## src/rtl/voice_allocator.sv

```systemverilog
// rtl/voice_allocator.sv - polyphonic voice scheduler for the tone-generator pool
//
// Purpose:
//   Shares NUM_VOICES oscillators among incoming MIDI notes. Note-on picks an
//   already-sounding voice (retrigger), else the lowest free voice, else the
//   pool-full policy. Note-off releases the voice holding the note; allOff_i
//   releases everything. Each voice carries an age rank (0 = newest).
//
// Optional feature:
//   VOICE_STEAL_EN  defined     -> full pool steals the oldest active voice
//                   not defined -> full pool drops the note-on (dropStrb_o)
//
// Ports:
//   clk_i          in   system clock
//   nrst_i         in   asynchronous active-low reset
//   note_i         in   note number, valid with a strobe
//   noteOnStrb_i   in   one-cycle note-on strobe
//   noteOffStrb_i  in   one-cycle note-off strobe
//   allOff_i       in   level, releases all voices, overrides both strobes
//   voiceNote_o    out  note per voice, voice v at [v*NOTE_BITS +: NOTE_BITS]
//   voiceActive_o  out  gate per voice
//   voiceTrig_o    out  one-cycle pulse on the voice just (re)assigned
//   stealStrb_o    out  one-cycle pulse when an active voice was stolen
//   dropStrb_o     out  one-cycle pulse when a note-on was discarded

module voice_allocator #(
    parameter int NUM_VOICES = 4,
    parameter int NOTE_BITS  = 8
) (
    input  logic                             clk_i,
    input  logic                             nrst_i,
    input  logic [NOTE_BITS-1:0]             note_i,
    input  logic                             noteOnStrb_i,
    input  logic                             noteOffStrb_i,
    input  logic                             allOff_i,
    output logic [NUM_VOICES*NOTE_BITS-1:0]  voiceNote_o,
    output logic [NUM_VOICES-1:0]            voiceActive_o,
    output logic [NUM_VOICES-1:0]            voiceTrig_o,
    output logic                             stealStrb_o,
    output logic                             dropStrb_o
);

    localparam int IW = (NUM_VOICES > 1) ? $clog2(NUM_VOICES) : 1;

    typedef logic [IW-1:0] rank_t;

    localparam rank_t RANK_MAX = rank_t'(NUM_VOICES - 1);

    logic [NOTE_BITS-1:0]  note_q [NUM_VOICES];
    logic [NOTE_BITS-1:0]  note_d [NUM_VOICES];
    rank_t                 rank_q [NUM_VOICES];
    rank_t                 rank_d [NUM_VOICES];
    logic [NUM_VOICES-1:0] active_q, active_d;
    logic [NUM_VOICES-1:0] trig_q, trig_d;
    logic                  steal_q, steal_d;
    logic                  drop_q, drop_d;

    // Search results over the pool after the note-off of this cycle is applied.
    logic [NUM_VOICES-1:0] active_mid;
    logic                  hit, free, oldest_found, assign_en;
    logic [IW-1:0]         hit_idx, free_idx, oldest_idx, tgt_idx;
    rank_t                 oldest_rank, old_rank;

    always_comb begin
        note_d       = note_q;
        rank_d       = rank_q;
        active_d     = active_q;
        trig_d       = '0;
        steal_d      = 1'b0;
        drop_d       = 1'b0;
        active_mid   = active_q;
        hit          = 1'b0;
        hit_idx      = '0;
        free         = 1'b0;
        free_idx     = '0;
        oldest_found = 1'b0;
        oldest_idx   = '0;
        oldest_rank  = '0;
        assign_en    = 1'b0;
        tgt_idx      = '0;
        old_rank     = '0;

        // Note-off is applied first so a simultaneous note-on sees the freed voice.
        if (noteOffStrb_i) begin
            for (int v = 0; v < NUM_VOICES; v++) begin
                if (active_q[v] && (note_q[v] == note_i)) begin
                    active_mid[v] = 1'b0;
                end
            end
        end

        for (int v = 0; v < NUM_VOICES; v++) begin
            if (!hit && active_mid[v] && (note_q[v] == note_i)) begin
                hit     = 1'b1;
                hit_idx = IW'(v);
            end
        end

        for (int v = 0; v < NUM_VOICES; v++) begin
            if (!free && !active_mid[v]) begin
                free     = 1'b1;
                free_idx = IW'(v);
            end
        end

        // Strict '>' keeps the lowest index on equal ranks.
        for (int v = 0; v < NUM_VOICES; v++) begin
            if (active_mid[v] && (!oldest_found || (rank_q[v] > oldest_rank))) begin
                oldest_found = 1'b1;
                oldest_rank  = rank_q[v];
                oldest_idx   = IW'(v);
            end
        end

        if (noteOnStrb_i) begin
            if (hit) begin
                assign_en = 1'b1;
                tgt_idx   = hit_idx;
            end else if (free) begin
                assign_en = 1'b1;
                tgt_idx   = free_idx;
            end else begin
`ifdef VOICE_STEAL_EN
                assign_en = 1'b1;
                tgt_idx   = oldest_idx;
                steal_d   = 1'b1;
`else
                drop_d    = 1'b1;
`endif
            end
        end

        active_d = active_mid;

        if (assign_en) begin
            old_rank = rank_q[tgt_idx];
            // Voices at or below the old rank age by one. Out of reset every rank
            // is 0, so '<=' (rather than '<') lets never-assigned voices count as
            // older than assigned ones; once ranks form a permutation the two are
            // equivalent. Saturation keeps a tied top rank in range.
            for (int v = 0; v < NUM_VOICES; v++) begin
                if ((IW'(v) != tgt_idx) && (rank_q[v] <= old_rank) && (rank_q[v] != RANK_MAX)) begin
                    rank_d[v] = rank_q[v] + rank_t'(1);
                end
            end
            rank_d[tgt_idx]   = '0;
            note_d[tgt_idx]   = note_i;
            active_d[tgt_idx] = 1'b1;
            trig_d[tgt_idx]   = 1'b1;
        end

        if (allOff_i) begin
            note_d   = note_q;
            rank_d   = rank_q;
            active_d = '0;
            trig_d   = '0;
            steal_d  = 1'b0;
            drop_d   = 1'b0;
        end
    end

    always_ff @(posedge clk_i or negedge nrst_i) begin
        if (!nrst_i) begin
            for (int v = 0; v < NUM_VOICES; v++) begin
                note_q[v] <= '0;
                rank_q[v] <= '0;
            end
            active_q <= '0;
            trig_q   <= '0;
            steal_q  <= 1'b0;
            drop_q   <= 1'b0;
        end else begin
            for (int v = 0; v < NUM_VOICES; v++) begin
                note_q[v] <= note_d[v];
                rank_q[v] <= rank_d[v];
            end
            active_q <= active_d;
            trig_q   <= trig_d;
            steal_q  <= steal_d;
            drop_q   <= drop_d;
        end
    end

    for (genvar g = 0; g < NUM_VOICES; g++) begin : g_note_out
        assign voiceNote_o[g*NOTE_BITS +: NOTE_BITS] = note_q[g];
    end

    assign voiceActive_o = active_q;
    assign voiceTrig_o   = trig_q;
    // Without stealing, steal_d is never set, so this register stays at 0.
    assign stealStrb_o   = steal_q;
    assign dropStrb_o    = drop_q;

endmodule

```

## config.mk

```make
export PLATFORM = sky130hd
export DESIGN_NAME = voice_allocator
export DESIGN_NICKNAME = d
export VERILOG_FILES = /design/src/rtl/voice_allocator.sv
export SDC_FILE = /design/constraint.sdc
export NUM_CORES = 1
export LEC_CHECK = 0
export CORE_ASPECT_RATIO = 0.7
export CORE_MARGIN = 2
export CORE_UTILIZATION = 54
export DETAILED_ROUTE_END_ITERATION = 8
export PLACE_DENSITY = 0.83
export SLEW_MARGIN = 25
export SYNTH_ARGS = -nofsm -noshare
export SYNTH_HDL_FRONTEND = slang
export SYNTH_SLANG_ARGS = --single-unit
```

## constraint.sdc

```tcl
create_clock -name clk_i -period 4.7 [get_ports clk_i]
set_input_delay 0.94 -clock clk_i [delete_from_list [all_inputs] [get_ports clk_i]]
set_output_delay 0.94 -clock clk_i [all_outputs]
set_load 0.005 [all_outputs]
```

Word-level counts from Yosys, hierarchy flattened
Cells that the tools add are included.
{"block": "word_totals", "mem_count": 0, "in_bits": 13, "latch_bits": 0, "ramBits": 0, "romBits": 0, "out_inout_bits": 42, "elab_cells": 81, "regBits": 41}
{"block": "classes", "addsub": 0, "mux": 38, "eq_ne": 4, "n_lt_le_gt_ge": 4, "shift": 0, "multipliers": 0, "div": 0, "bitwise": 3, "n_reduce_logical": 25}
{"cell": "32-bit bitwise mux", "n": 1}
{"cell": "8-bit equality test", "n": 4}
{"cell": "1-bit 2-to-1 mux", "n": 22}
{"cell": "4-bit 2-to-1 mux", "n": 5}
{"cell": "8-bit demux with 2-bit select", "n": 1}
{"cell": "1-bit logical AND", "n": 16}
{"cell": "2-bit 2-to-1 mux", "n": 7}
{"cell": "1-bit logical NOT", "n": 8}
{"cell": "8-bit 2-to-1 mux", "n": 1}
{"cell": "4-bit bitwise OR", "n": 1}
{"cell": "3-bit greater-or-equal comparator (second input constant)", "n": 1}
{"cell": "2-bit by 3-bit < comparator with 1-bit output (second input constant)", "n": 1}
{"cell": "3-bit by 1-bit < comparator with 1-bit output (second input constant)", "n": 1}
{"cell": "2-bit inverter with 3-bit output", "n": 1}
{"cell": "1-bit demux with 2-bit select", "n": 1}
{"cell": "2-bit by 1-bit greater-or-equal comparator with 1-bit output (second input constant)", "n": 1}
{"cell": "2-bit AND reduction", "n": 1}
{"cell": "1-bit inverter", "n": 1}

Longest topological paths before layout
{"block": "depth", "depth_word": 27, "mapped_depth": 10, "depth_no_buf": 7}

Worst setup path after synthesis
No wires, ideal clock.
{"block": "synth_path", "path_type": "input-to-reg", "start": "in note_i[2]", "end": "reg note_q (netlist bit voiceNote_o[10])", "setup_ps": 125, "t_arrival_ps": 2840, "setup_slack_ps": 1735, "required_time_ps": 4575, "path_stages": 10, "path_buffers": 3, "path_cell_list": "buf_4 > xor2_1 > nor2_1 > a41o_1 > or2_1 > or4_1 > buf_6 > nand4bb_4 > buf_12 > mux2_4"}
{"block": "synth_between", "elab_chain_cells": 26, "elab_cells_between_ends": 59, "cone_classes": "2 x order compare; 4 x eq/ne; 28 x mux; 1 x bitwise; 24 x reduce/logical"}
{"element": "start, declared", "line": "32", "source": "input logic [NOTE_BITS-1:0] note_i,"}
{"element": "8-bit equality test", "line": "86, 93"}
{"element": "1-bit logical AND", "line": "86", "source": "if (active_q[v] && (note_q[v] == note_i)) begin"}
{"element": "1-bit 2-to-1 mux", "line": "86"}
{"element": "4-bit 2-to-1 mux", "line": "84", "source": "if (noteOffStrb_i) begin"}
{"element": "1-bit logical AND", "line": "93", "source": "if (!hit && active_mid[v] && (note_q[v] == note_i)) begin"}
{"element": "1-bit 2-to-1 mux", "line": "93"}
{"element": "1-bit logical NOT", "line": "93"}
{"element": "1-bit logical AND (2 in a row)", "line": "93"}
{"element": "[9 not listed]"}
{"element": "2-bit 2-to-1 mux", "line": "116", "source": "if (hit) begin"}
{"element": "2-bit 2-to-1 mux", "line": "115", "source": "if (noteOnStrb_i) begin"}
{"element": "2-bit inverter with 3-bit output (not written as such)", "line": "147", "source": "note_d[tgt_idx] = note_i;"}
{"element": "3-bit greater-or-equal comparator (not written as such) or 3-bit by 1-bit < comparator with 1-bit output (tied branches)", "line": "147"}
{"element": "1-bit logical AND (not written as such)", "line": "147"}
{"element": "8-bit 2-to-1 mux (not written as such)", "line": "147"}
{"element": "8-bit demux with 2-bit select", "line": "147"}
{"element": "32-bit bitwise mux", "line": "147"}
{"element": "end signal, assigned by index", "line": "174", "source": "note_q[v] <= note_d[v];"}
{"element": "end, declared", "line": "49", "source": "logic [NOTE_BITS-1:0] note_q [NUM_VOICES];"}
Several ways; a longest one is shown, not always the timed one.
A chain may end at the register's enable or synchronous reset.

Final worst setup path
{"block": "layout_path", "start": "in note_i[7]", "end": "reg note_q (netlist bit voiceNote_o[21])"}
The elaborated chain is that of the path after synthesis.

==> flow_summary.yaml <==
power_and_ir_drop:
  pwr-share-seq: 0.450
  pwr-share-clk: 0.218
  p_per_area_mw_per_mm2: 368
  vdd_drop_max_v: 0.000303
  p_leak_nw: 1.33
  p_int_w: 0.000758
  total_power_w: 0.00106
  switchingPower_w: 0.000302
  power_frac_comb: 0.332
  netSwitchingFraction: 0.285
place:
  dpl_cell_area_mm2: 0.00280
  gp_congestion: 0.883
  portBuffers: 53
  dp_hpwl_um: 3700
sta:
  hold_violations: 0
  slew_headroom: 0.390
  skew_ns: 0.00608
  fin_setup_tns_ns: 0
  slew_viol_final: 0
  fmax_mhz: 270
  setup_violations: 0
  period_needed_ns: 3.70
  worstMarginPinSlew_ns: 0.915
  rsz0062_at_grt: "false"
  period_share: 0.788
synth:
  syn_nets: 182
  synthArstFlopShare: 1.00
  synthMostInstantiatedCell: "dfrtp_1"
  yosys_warnings: 0
  ys_seq_area_frac: 0.440
  synth_edf_count: 0
  yosys.area.top_type: "dfrtp_1"
  synth-seq-cells: 41
  synth.cell_area_mm2: 0.00233
  synthCells: 169
  synthDistinctLibCells: 37
  synth.top_cells.by_count: "dfrtp_1, mux2_4, xor2_1"
  synth_top_cell_area_share: 0.440
  synth.area.top_cells: "dfrtp_1, mux2_4, xor2_1, buf_6, xnor2_1"
  synth_top_flop_cell: "dfrtp_1"
  synth.avg_cell_area_um2: 13.8
cts:
  ctsLongestPathBuffers: 2
  cts_made_buffers: 5
  path_clk_slew_ns: 0.07
  clockRootBuffer: "clkbuf_8"
  ctsHoldBuffers: 0
  post_cts_buffers: 0
  cts_resized: 0
  cts_tree: "yes"
  clkSinkCount: 41
  clk_latency_ns: 0.29
  htree_levels: 2
min_path:
  hold_path_class: "flop to flop"
  hold_path_startpoint: "voiceNote_o[14]"
final_layout:
  final_area_mm2: 0.00288
  multi_input_area_mm2: 0.00115
  drive_gt1_frac: 0.239
  fill_cells: 294
  antenna-diode-count: 0
  synthToLayoutAreaGrowth_pct: 23.7
  seq_area_mm2: 0.00103
  nets: 231
setup_path:
  arrival_ns: 3.88
  regToRegSetupSlack_ns: 1.87
  crit_path_top_delay_cell: "clkdlybuf4s50_1"
  cp_cell_sequence: "clkdlybuf4s50_1, xor2_1, nor4_1, a31o_1, or2_1, or4_1, nand4_4, mux2_4"
  critPathLaunchType: "primary input"
  crit_type: "primary input to flop"
  endpoint_kind: "flop"
  slowest_delay_ns: 0.59
  crit_start: "note_i[7]"
  r2r_start: "voiceNote_o[7]"
  crit_required_ns: 4.88
  crit_fanout: 9
floorplan:
  coreArea_mm2: 0.00404
  chipHeight_um: 59.0
  rows: 19
  start_util: 0.577
  ios: 55
  die_w_um: 82.5
  fp.dieArea_mm2: 0.00487
routing:
  vias: 1503
  wire_per_inst_um: 18.7
  ant_nets: 0
  drc: 0
  viasPerCell: 5.57
  dr.pass1.iters: 4
  routed_wl_um: 5060
  drtIter0Drc: 95
grt:
  grt_pass1_wl_um: 8220
  antenna_found_initial: 0
  grt_max_degree: 42
  grt_pass1_vias: 1540
  overflow: 0
  gr-usage-all-layers: 0.234
flow_run:
  max_cap_violations: 0
status:
  status: "completed"
[final timing paths]
kind	endpoint	cells past startpoint
max	voiceNote_o[21]	8
min	voiceNote_o[14]	1
max reg2reg	voiceNote_o[21]	7
min reg2reg	voiceNote_o[14]	1
max in group asynchronous	voiceNote_o[12]	1
min in group asynchronous	voiceActive_o[3]	1
[layout by cell type, fill, tap and decap left out, types with 2 or more instances in the layout]
cell,Yosys,routed
dfrtp_1,41,41
nand4_1,5,5
xnor2_1,8,8
nor4_2,2,2
mux2_4,32,32
clkdlybuf4s50_1,0,52
nand4b_4,2,2
nand2_1,6,6
o21ai_0,3,3
o21ai_1,2,2
nor2_1,2,2
clkbuf_8,0,6
inv_1,7,7
xor2_1,24,24
nor4_1,2,2
nor2b_1,2,2
[flip-flops by register name, summed over array words and instances (netlist names)]
register,count
voiceNote_o,32
voiceActive_o,4
dropStrb_o,1
voiceTrig_o,4
[cell families (layout without fill, tap and decap cells)]
logic type | count (synthesis) | after routing | share of synthesized area
and+or+nand+nor | 32 | 32 | 0.122
xor gates and xnor gates | 32 | 32 | 0.120
buffers and inverters | 18 | 67 | 0.0650
muxes | 32 | 32 | 0.206
other | 1 | 1 | 0.00161
DFF | 41 | 41 | 0.440
AOI/OAI and AO/OA | 13 | 13 | 0.0451
[final cells by class]
class,instances,share of cell area
clock buffers,7,0.0299
inverters,7,0.00911
multi-input cells,110,0.400
flip-flops and latches,41,0.356
well taps,52,0.0226
repair buffers,53,0.182
[power groups by stage]
| stage | clock network, W | registers (W) | logic, W |
|---|---|---|---|
| 2_1_floorplan | 0 | 0.000477 | 0.000184 |
| 3_3_place_gp | 0 | 0.000477 | 0.000347 |
| 3_5_place_dp | 0 | 0.000483 | 0.000354 |
| 4_1_cts | 0.000237 | 0.000477 | 0.000356 |
| 5_1_grt | 0.000253 | 0.000486 | 0.000375 |
| 6_report | 0.000232 | 0.000477 | 0.000352 |
[per-stage QoR]
stage          hold WS (ns)  worst slack [ns]  std cells  utilization
6_report              0.556             0.998        270        0.713
5_1_grt               0.584             0.820        270        0.713
4_1_cts               0.561              1.02        270        0.713
3_5_place_dp          0.546             0.707        263        0.692
3_3_place_gp          0.538             0.821        263        0.692
2_1_floorplan         0.547              1.74        169            -
[routing by layer]
metal / GRT usage / vias up / routed length, um / part of all wire
li1: - / 687 / - / -
met1: 0.337 / 744 / 2340 / 0.46
met2: 0.335 / 60 / 2310 / 0.46
met3: 0.0671 / 12 / 301 / 0.059
met4: 0.0937 / 0 / 104 / 0.021
met5: 0 / - / 0 / 0
[worst max-delay path, delay by kind of cell]
kind,cells,cell delay (ns)
muxes,1,0.40
buffers and inverters,1,0.59
AOI/OAI and AO/OA,1,0.28
xor gates and xnor gates,1,0.24
and+or+nand+nor,4,1.42
No activity file was read; power rests on OpenSTA's default activity.
